### src/rtl/alu_dispatch_pkg.sv
// Shared types and instruction field layout for the ALU dispatch block.
// ALU operation encoding, dispatch FSM states and field positions live here.
package alu_dispatch_pkg;

  typedef enum logic [3:0] {
    ALU_ADD   = 4'd0,
    ALU_SUB   = 4'd1,
    ALU_AND   = 4'd2,
    ALU_OR    = 4'd3,
    ALU_XOR   = 4'd4,
    ALU_SLL   = 4'd5,
    ALU_SRL   = 4'd6,
    ALU_SRA   = 4'd7,
    ALU_SLT   = 4'd8,
    ALU_SLTU  = 4'd9,
    ALU_PASSA = 4'd10,
    ALU_PASSB = 4'd11
  } alu_op_t;

  typedef enum logic [1:0] {
    DS_IDLE,
    DS_READ,
    DS_EXEC,
    DS_WB
  } dispatch_state_t;

  localparam int OP_HI       = 15;
  localparam int OP_LO       = 12;
  localparam int RD_HI       = 11;
  localparam int RD_LO       = 9;
  localparam int RS1_HI      = 8;
  localparam int RS1_LO      = 6;
  localparam int IMM_SEL_BIT = 5;
  localparam int IMM_HI      = 4;
  localparam int IMM_LO      = 0;
  localparam int RS2_HI      = 2;
  localparam int RS2_LO      = 0;

  localparam logic [3:0] ALU_OP_MAX = 4'd11;

  // Op codes above ALU_OP_MAX have no alu arm and must be rejected.
  function automatic logic isLegalOp(input logic [3:0] opRaw);
    return (opRaw <= ALU_OP_MAX);
  endfunction

endpackage

### src/rtl/alu_instr_decode.sv
// Combinational field splitter for 16-bit ALU instructions.
module alu_instr_decode
  import alu_dispatch_pkg::*;
(
  input  logic [15:0] instr_i,
  output alu_op_t     op_o,
  output logic [2:0]  rd_o,
  output logic [2:0]  rs1_o,
  output logic [2:0]  rs2_o,
  output logic [4:0]  imm_o,
  output logic        immSel_o,
  output logic        legal_o
);

  logic [3:0] opRaw;

  assign opRaw    = instr_i[OP_HI:OP_LO];
  assign op_o     = alu_op_t'(opRaw);
  assign rd_o     = instr_i[RD_HI:RD_LO];
  assign rs1_o    = instr_i[RS1_HI:RS1_LO];
  assign rs2_o    = instr_i[RS2_HI:RS2_LO];
  assign imm_o    = instr_i[IMM_HI:IMM_LO];
  assign immSel_o = instr_i[IMM_SEL_BIT];
  assign legal_o  = isLegalOp(opRaw);

endmodule

### src/rtl/alu_dispatch.sv
// ALU dispatch initiator: accept, read operands, execute, write back (4 cycles).
// Optional ALU_DISPATCH_FLAGS_EN adds registered zero/negative result flags.
module alu_dispatch
  import alu_dispatch_pkg::*;
#(
  parameter int REG_W  = 16,
  parameter int OPND_W = 8,
  parameter int NREG   = 8
) (
  input  logic                    clock,
  input  logic                    reset,
  input  logic                    instr_valid,
  input  logic [15:0]             instr,
  output logic                    instr_ready,
  output logic [$clog2(NREG)-1:0] rf_raddr1,
  output logic [$clog2(NREG)-1:0] rf_raddr2,
  input  logic [REG_W-1:0]        rf_rdata1,
  input  logic [REG_W-1:0]        rf_rdata2,
  output logic                    rf_we,
  output logic [$clog2(NREG)-1:0] rf_waddr,
  output logic [REG_W-1:0]        rf_wdata,
  output alu_op_t                 alu_op,
  output logic [OPND_W-1:0]       alu_input1,
  output logic [OPND_W-1:0]       alu_input2,
  input  logic [REG_W-1:0]        alu_result,
  output logic                    done,
  output logic                    illegal
`ifdef ALU_DISPATCH_FLAGS_EN
  ,
  output logic                    flag_z,
  output logic                    flag_n
`endif
);

  localparam int AW = $clog2(NREG);

  alu_op_t    decOp;
  logic [2:0] decRd;
  logic [2:0] decRs1;
  logic [2:0] decRs2;
  logic [4:0] decImm;
  logic       decImmSel;
  logic       decLegal;

  alu_instr_decode uDecode (
    .instr_i  (instr),
    .op_o     (decOp),
    .rd_o     (decRd),
    .rs1_o    (decRs1),
    .rs2_o    (decRs2),
    .imm_o    (decImm),
    .immSel_o (decImmSel),
    .legal_o  (decLegal)
  );

  dispatch_state_t   state_q;
  logic              ready_q;
  alu_op_t           opLat_q;
  logic [AW-1:0]     rd_q;
  logic              immSel_q;
  logic [4:0]        imm_q;
  logic [AW-1:0]     raddr1_q;
  logic [AW-1:0]     raddr2_q;
  alu_op_t           aluOp_q;
  logic [OPND_W-1:0] op1_q;
  logic [OPND_W-1:0] op2_q;
  logic              rfWe_q;
  logic [AW-1:0]     waddr_q;
  logic [REG_W-1:0]  wdata_q;
  logic              done_q;
  logic              illegal_q;

  logic [OPND_W-1:0] op1_d;
  logic [OPND_W-1:0] op2_d;

  // Only the low OPND_W bits of each register feed the alu.
  logic unusedRdataHi;
  assign unusedRdataHi = ^{rf_rdata1[REG_W-1:OPND_W], rf_rdata2[REG_W-1:OPND_W]};

  always_comb begin
    op1_d = rf_rdata1[OPND_W-1:0];
    op2_d = rf_rdata2[OPND_W-1:0];
    if (immSel_q) begin
      op2_d = OPND_W'(imm_q);
    end
  end

`ifdef ALU_DISPATCH_FLAGS_EN
  logic flagZ_q;
  logic flagN_q;
`endif

  // Operands are captured in READ, so a writeback to rs1/rs2 cannot disturb them.
  always_ff @(posedge clock) begin
    if (reset) begin
      state_q   <= DS_IDLE;
      ready_q   <= 1'b1;
      opLat_q   <= ALU_ADD;
      rd_q      <= '0;
      immSel_q  <= 1'b0;
      imm_q     <= '0;
      raddr1_q  <= '0;
      raddr2_q  <= '0;
      aluOp_q   <= ALU_ADD;
      op1_q     <= '0;
      op2_q     <= '0;
      rfWe_q    <= 1'b0;
      waddr_q   <= '0;
      wdata_q   <= '0;
      done_q    <= 1'b0;
      illegal_q <= 1'b0;
`ifdef ALU_DISPATCH_FLAGS_EN
      flagZ_q   <= 1'b0;
      flagN_q   <= 1'b0;
`endif
    end else begin
      done_q    <= 1'b0;
      illegal_q <= 1'b0;
      rfWe_q    <= 1'b0;
      unique case (state_q)
        DS_IDLE: begin
          if (instr_valid) begin
            if (decLegal) begin
              opLat_q  <= decOp;
              rd_q     <= AW'(decRd);
              immSel_q <= decImmSel;
              imm_q    <= decImm;
              raddr1_q <= AW'(decRs1);
              raddr2_q <= AW'(decRs2);
              ready_q  <= 1'b0;
              state_q  <= DS_READ;
            end else begin
              illegal_q <= 1'b1;
            end
          end
        end
        DS_READ: begin
          op1_q   <= op1_d;
          op2_q   <= op2_d;
          aluOp_q <= opLat_q;
          state_q <= DS_EXEC;
        end
        DS_EXEC: begin
          // alu_op drops back to ADD so the alu never decodes an undefined arm.
          aluOp_q <= ALU_ADD;
          wdata_q <= alu_result;
          waddr_q <= rd_q;
          rfWe_q  <= (rd_q != '0);
          done_q  <= 1'b1;
`ifdef ALU_DISPATCH_FLAGS_EN
          flagZ_q <= (alu_result == '0);
          flagN_q <= alu_result[REG_W-1];
`endif
          state_q <= DS_WB;
        end
        DS_WB: begin
          ready_q <= 1'b1;
          state_q <= DS_IDLE;
        end
        default: begin
          ready_q <= 1'b1;
          state_q <= DS_IDLE;
        end
      endcase
    end
  end

  assign instr_ready = ready_q;
  assign rf_raddr1   = raddr1_q;
  assign rf_raddr2   = raddr2_q;
  assign rf_we       = rfWe_q;
  assign rf_waddr    = waddr_q;
  assign rf_wdata    = wdata_q;
  assign alu_op      = aluOp_q;
  assign alu_input1  = op1_q;
  assign alu_input2  = op2_q;
  assign done        = done_q;
  assign illegal     = illegal_q;
`ifdef ALU_DISPATCH_FLAGS_EN
  assign flag_z      = flagZ_q;
  assign flag_n      = flagN_q;
`endif

endmodule

### config.mk
export PLATFORM = sky130hd
export DESIGN_NAME = alu_dispatch
export DESIGN_NICKNAME = d
export VERILOG_FILES = /design/src/rtl/alu_dispatch_pkg.sv /design/src/rtl/alu_instr_decode.sv /design/src/rtl/alu_dispatch.sv
export SDC_FILE = /design/constraint.sdc
export NUM_CORES = 1
export LEC_CHECK = 0
export ABC_AREA = 1
export CAP_MARGIN = 30
export CORE_UTILIZATION = 45
export CTS_BUF_LIST = sky130_fd_sc_hd__clkbuf_4 sky130_fd_sc_hd__clkbuf_8 sky130_fd_sc_hd__clkbuf_16
export DETAILED_ROUTE_END_ITERATION = 7
export GPL_TIMING_DRIVEN = 0
export PLACE_DENSITY = 0.95
export SLEW_MARGIN = 10
export SYNTH_ARGS = -nofsm -noshare
export SYNTH_HDL_FRONTEND = slang
export SYNTH_SLANG_ARGS = --single-unit
### constraint.sdc
create_clock -name clock -period 3 [get_ports clock]
set_input_delay 0.45 -clock clock [delete_from_list [all_inputs] [get_ports clock]]
set_output_delay 0.45 -clock clock [all_outputs]
set_load 0.1 [all_outputs]
### After elaboration in Yosys (flattened, before gate mapping)

Index checks and enable logic that the tools add are counted.

| cells by class | value |
|---|---|
| magnitude comparators | 1 |
| equality and inequality tests | 5 |
| muxes and demuxes | 10 |
| bitwise operators | 3 |
| reductions and logical operators | 9 |

Operators with widths:

| cell | number |
|---|---|
| $mux 8 | 1 |
| $pmux 2 s4 | 1 |
| $pmux 4 s2 | 1 |
| $reduce_and 3->1 | 2 |
| $eq 2x2->1 const B | 2 |
| $le 4x4->1 const B | 1 |
| $mux 1 | 4 |
| $mux 2 | 2 |
| $ne 2x2->1 const B | 2 |
| $reduce_bool 2->1 | 2 |
| $not 1->1 | 3 |
| $reduce_bool 3->1 | 1 |
| $reduce_or 3->1 | 1 |
| $eq 2x1->1 const B | 1 |
| $logic_not 2->1 | 1 |
| $pmux 1 s2 | 1 |
| $reduce_and 2->1 | 1 |
| $reduce_or 2->1 | 1 |

| storage, ports and cells | value |
|---|---|
| bits in registers | 64 |
| output and inout port bits | 49 |

### Depth between registers and ports, before layout

| logic depth | value |
|---|---|
| depth after elaboration | 4 |
| gate-level depth with buffers | 8 |

### By module

From an unflattened synthesis, not the netlist that was laid out.

| unflattened totals | value |
|---|---|
| cell total of the unflattened synthesis | 339 |
| area, all modules | 2655.0 µm² |

Modules (own cells, without submodules):

| module | instances | cells each | area an instance (µm²) |
|---|---|---|---|
| alu_dispatch | 1 | 319 | 2508.7 |
| alu_instr_decode | 1 | 20 | 146.4 |

### Worst setup path after synthesis

Ideal clock, no wire load.

| path | value |
|---|---|
| path type | register -> output |
| start | register op2_q[1], in the netlist alu_input2[1] |
| end | output port alu_input2[1] |
| arrival | 0.925 ns |
| data required time | 2.550 ns |
| setup slack | 1.625 ns |
| cell stages (with the launch flop) | 1 |
| path buffers | 0 |
| path through | dfxtp_1 |

RTL lines:

| what | line | source |
|---|---|---|
| from (decl) | alu_dispatch.sv:66 | `logic [OPND_W-1:0] op2_q;` |
| from (signal assigned) | alu_dispatch.sv:139 | `op2_q <= op2_d;` |
| to (decl) | alu_dispatch.sv:24 | `output logic [OPND_W-1:0] alu_input2,` |

No word-level cell between the ends.

==> metrics.cfg <==
[run_status]
outcome = complete, no violations

[synthesis]
synthArstFlopShare_pct = 0
syn-instance-count = 357
yosysTopAreaCell = dfxtp_1
yosysSeqAreaShare_pct = 47.7
synth-seq-cells = 61
synth.most_common_cell = nor2_1
synth_edf_count = 0
yosys_most_used_dff = dfxtp_1
ys_types = 19
synth_nets = 430
yosysWarnings = 0
mappedNetlistArea_um2 = 2560
syn_area_per_cell_um2 = 7.17
synth_top_area_share_pct = 47.7
synthTopCellsByCount = 82 x nor2_1, 61 x dfxtp_1, 55 x inv_1, 53 x nand2_1, 33 x o21ai_0
yosys-top-cells-area = dfxtp_1 48%, nor2_1 12%, inv_1 8.1%

[worst_hold_path]
hold_depth = 2
hold_end = opLat_q[2]
hp-class = flop to flop
worstHoldStart = opLat_q[2]

[timing]
tns_ns = 0
rsz0062_at_grt = no
post-route-period-util_pct = 80.6
setup_viol = 0
slew_violations = 0
report.final.hold_viol_count = 0
period_needed_ns = 2.42
worst_pin_slew_ns = 0.996
relSlewSlack_pct = 33.4
fin_skew_ns = 0.0101
max_freq_mhz = 414

[global_route]
grt_use_total_pct = 22.3
grt_pass1_vias = 2366
gr-total-overflow = 0
antenna_found_initial = 0
grt_max_degree = 11
grt_pass1_wl_um = 10400

[worst_setup_path]
ff2ff_setup_slack_ns = 1.55
reg2reg_depth = 8
critPathRequiredTime_ns = 2.55
path_class = flop to output pin
cp-start-kind = flop
crit_fanout = 3
cp.arrival_ns = 1.97
cp-end-kind = output pin
rr_startpoint = state_q[1]
r2r-end = rd_q[1]

[floorplanning]
die_x_um = 77.4
io-pin-count = 116
rows = 27
initial_core_util_pct = 46.5
die-height_um = 77.4
core_area_um2 = 5510
dieArea_um2 = 5990

[clock_network]
post_cts_buffers = 0
cts_hold_buf = 0
cts_tree = done
cts-buffers-inserted = 9
clkTransAtPathRegs_ns = 0.07
clockBufferDepth = 2
htree_levels = 3
cts_resized = 0
cts_root_buffer = clkbuf_8
worstSkewPairLatency_ns = 0.33
cts.sinks = 61

[final_layout]
nets = 539
diodes = 0
areaGrowthSynthToFinish_pct = 49.7
drive_above_1_share_pct = 7.86
fillerInstances = 435

[drt]
via_per_inst = 4.78
wire_per_inst_um = 11.9
drtIter0Drc = 162
antenna_left = 0
via_count = 2596
drt_drc_violations_left = 0
dr.pass1.iters = 4
drt_wl_total_um = 6470

[place]
numPortBuffers = 98
dp_hpwl_um = 4800
gp_congestion = 0.876

[power_and_ir_drop]
leakage_nw = 1.78
power_density_nw_per_um2 = 1280
power_mw = 4.91
vdd_drop_max_v = 0.000741

[job]
max_cap_violations = 0

==> metal layers <==
| metal | part of all wire [%] | track usage [%] |
|---|---|---|
| met2 | 48 | 37.8 |
| met1 | 44 | 25.9 |
| met5 | 0 | 0 |
| met4 | 1.2 | 8.30 |
| met3 | 6.6 | 7.65 |
==> metrics by stage <==
stage	hold slack, ns	instance area, um^2	setup slack, ns	util [%]	instances
after floorplan	0.423	2560	1.62	-	357
after global placement	0.436	3630	0.975	65.9	527
after detailed placement	0.443	3630	0.958	65.9	527
after CTS	0.452	3830	0.587	69.6	543
after global routing	0.461	3830	0.534	69.6	543
final	0.451	3830	0.583	69.6	543
==> report_power, final <==
part | internal [mW] | switching [mW] | total, mW
combinational | 0.714 | 2.24 | 2.96
clock | 0.422 | 0.311 | 0.733
sequential | 1.08 | 0.143 | 1.22
total | 2.22 | 2.70 | 4.91
==> layout by cell type, fill, tap and decap left out, types with 5 or more instances in the layout <==
master           netlist  final
dfxtp_1               61     61
o21ai_0               33     33
nand2_1               53     53
clkdlybuf4s50_1        0     98
nand4_1               14     14
clkbuf_8               0     10
ha_1                   6      6
inv_1                 55     55
buf_2                 11     11
nor2_1                82     82
a21oi_1               12     12
buf_4                  5      5
nand3_1               13     13
==> registers in the layout (all words and copies together) (netlist names) <==
register,flops
alu_op,4
immSel_q,1
rf_raddr1,3
opLat_q,4
imm_q,5
alu_input2,8
done,1
rf_waddr,3
rd_q,3
alu_input1,8
state_q,2
rf_wdata,16
rf_we,1
instr_ready,1
illegal,1
==> how the worst max path moves through the flow <==
stage	start	end	slack [ns]	cells after the start
2_1_floorplan	alu_input2[1]	alu_input2[1]	1.62	0
3_3_place_gp	imm_q[1]	rf_raddr2[1]	0.97	2
3_5_place_dp	imm_q[1]	rf_raddr2[1]	0.96	2
4_1_cts	imm_q[1]	rf_raddr2[1]	0.59	2
5_1_grt	imm_q[1]	rf_raddr2[1]	0.53	2
6_report	imm_q[1]	rf_raddr2[1]	0.58	2
==> kinds of logic after synthesis <==
kind of cell | Yosys count | synth area share (%)
AOI/OAI and AO/OA | 45 | 8.80
DFF | 61 | 47.7
adders and majority gates | 6 | 2.93
and+or+nand+nor | 167 | 27.5
buffers and inverters | 78 | 13.1
==> cell type report <==
| cell class | count | area [um^2] | share of cell area, % |
|---|---|---|---|
| plain buffers | 21 | 120 | 3.14 |
| inverters | 57 | 214 | 5.59 |
| clock inverters | 4 | 47.5 | 1.24 |
| repair buffers | 98 | 981 | 25.6 |
| flip-flops and latches | 61 | 1220 | 31.9 |
| well taps | 72 | 90.1 | 2.35 |
| multi-input cells | 218 | 1000 | 26.2 |
| clock buffers | 12 | 153 | 3.99 |
==> worst max-delay path: stages (launching register included) <==
cell             delay (ns)
dfxtp_1                0.36
buf_4                  0.13
clkdlybuf4s50_1        1.14
No activity file was read; power rests on OpenSTA's default activity.
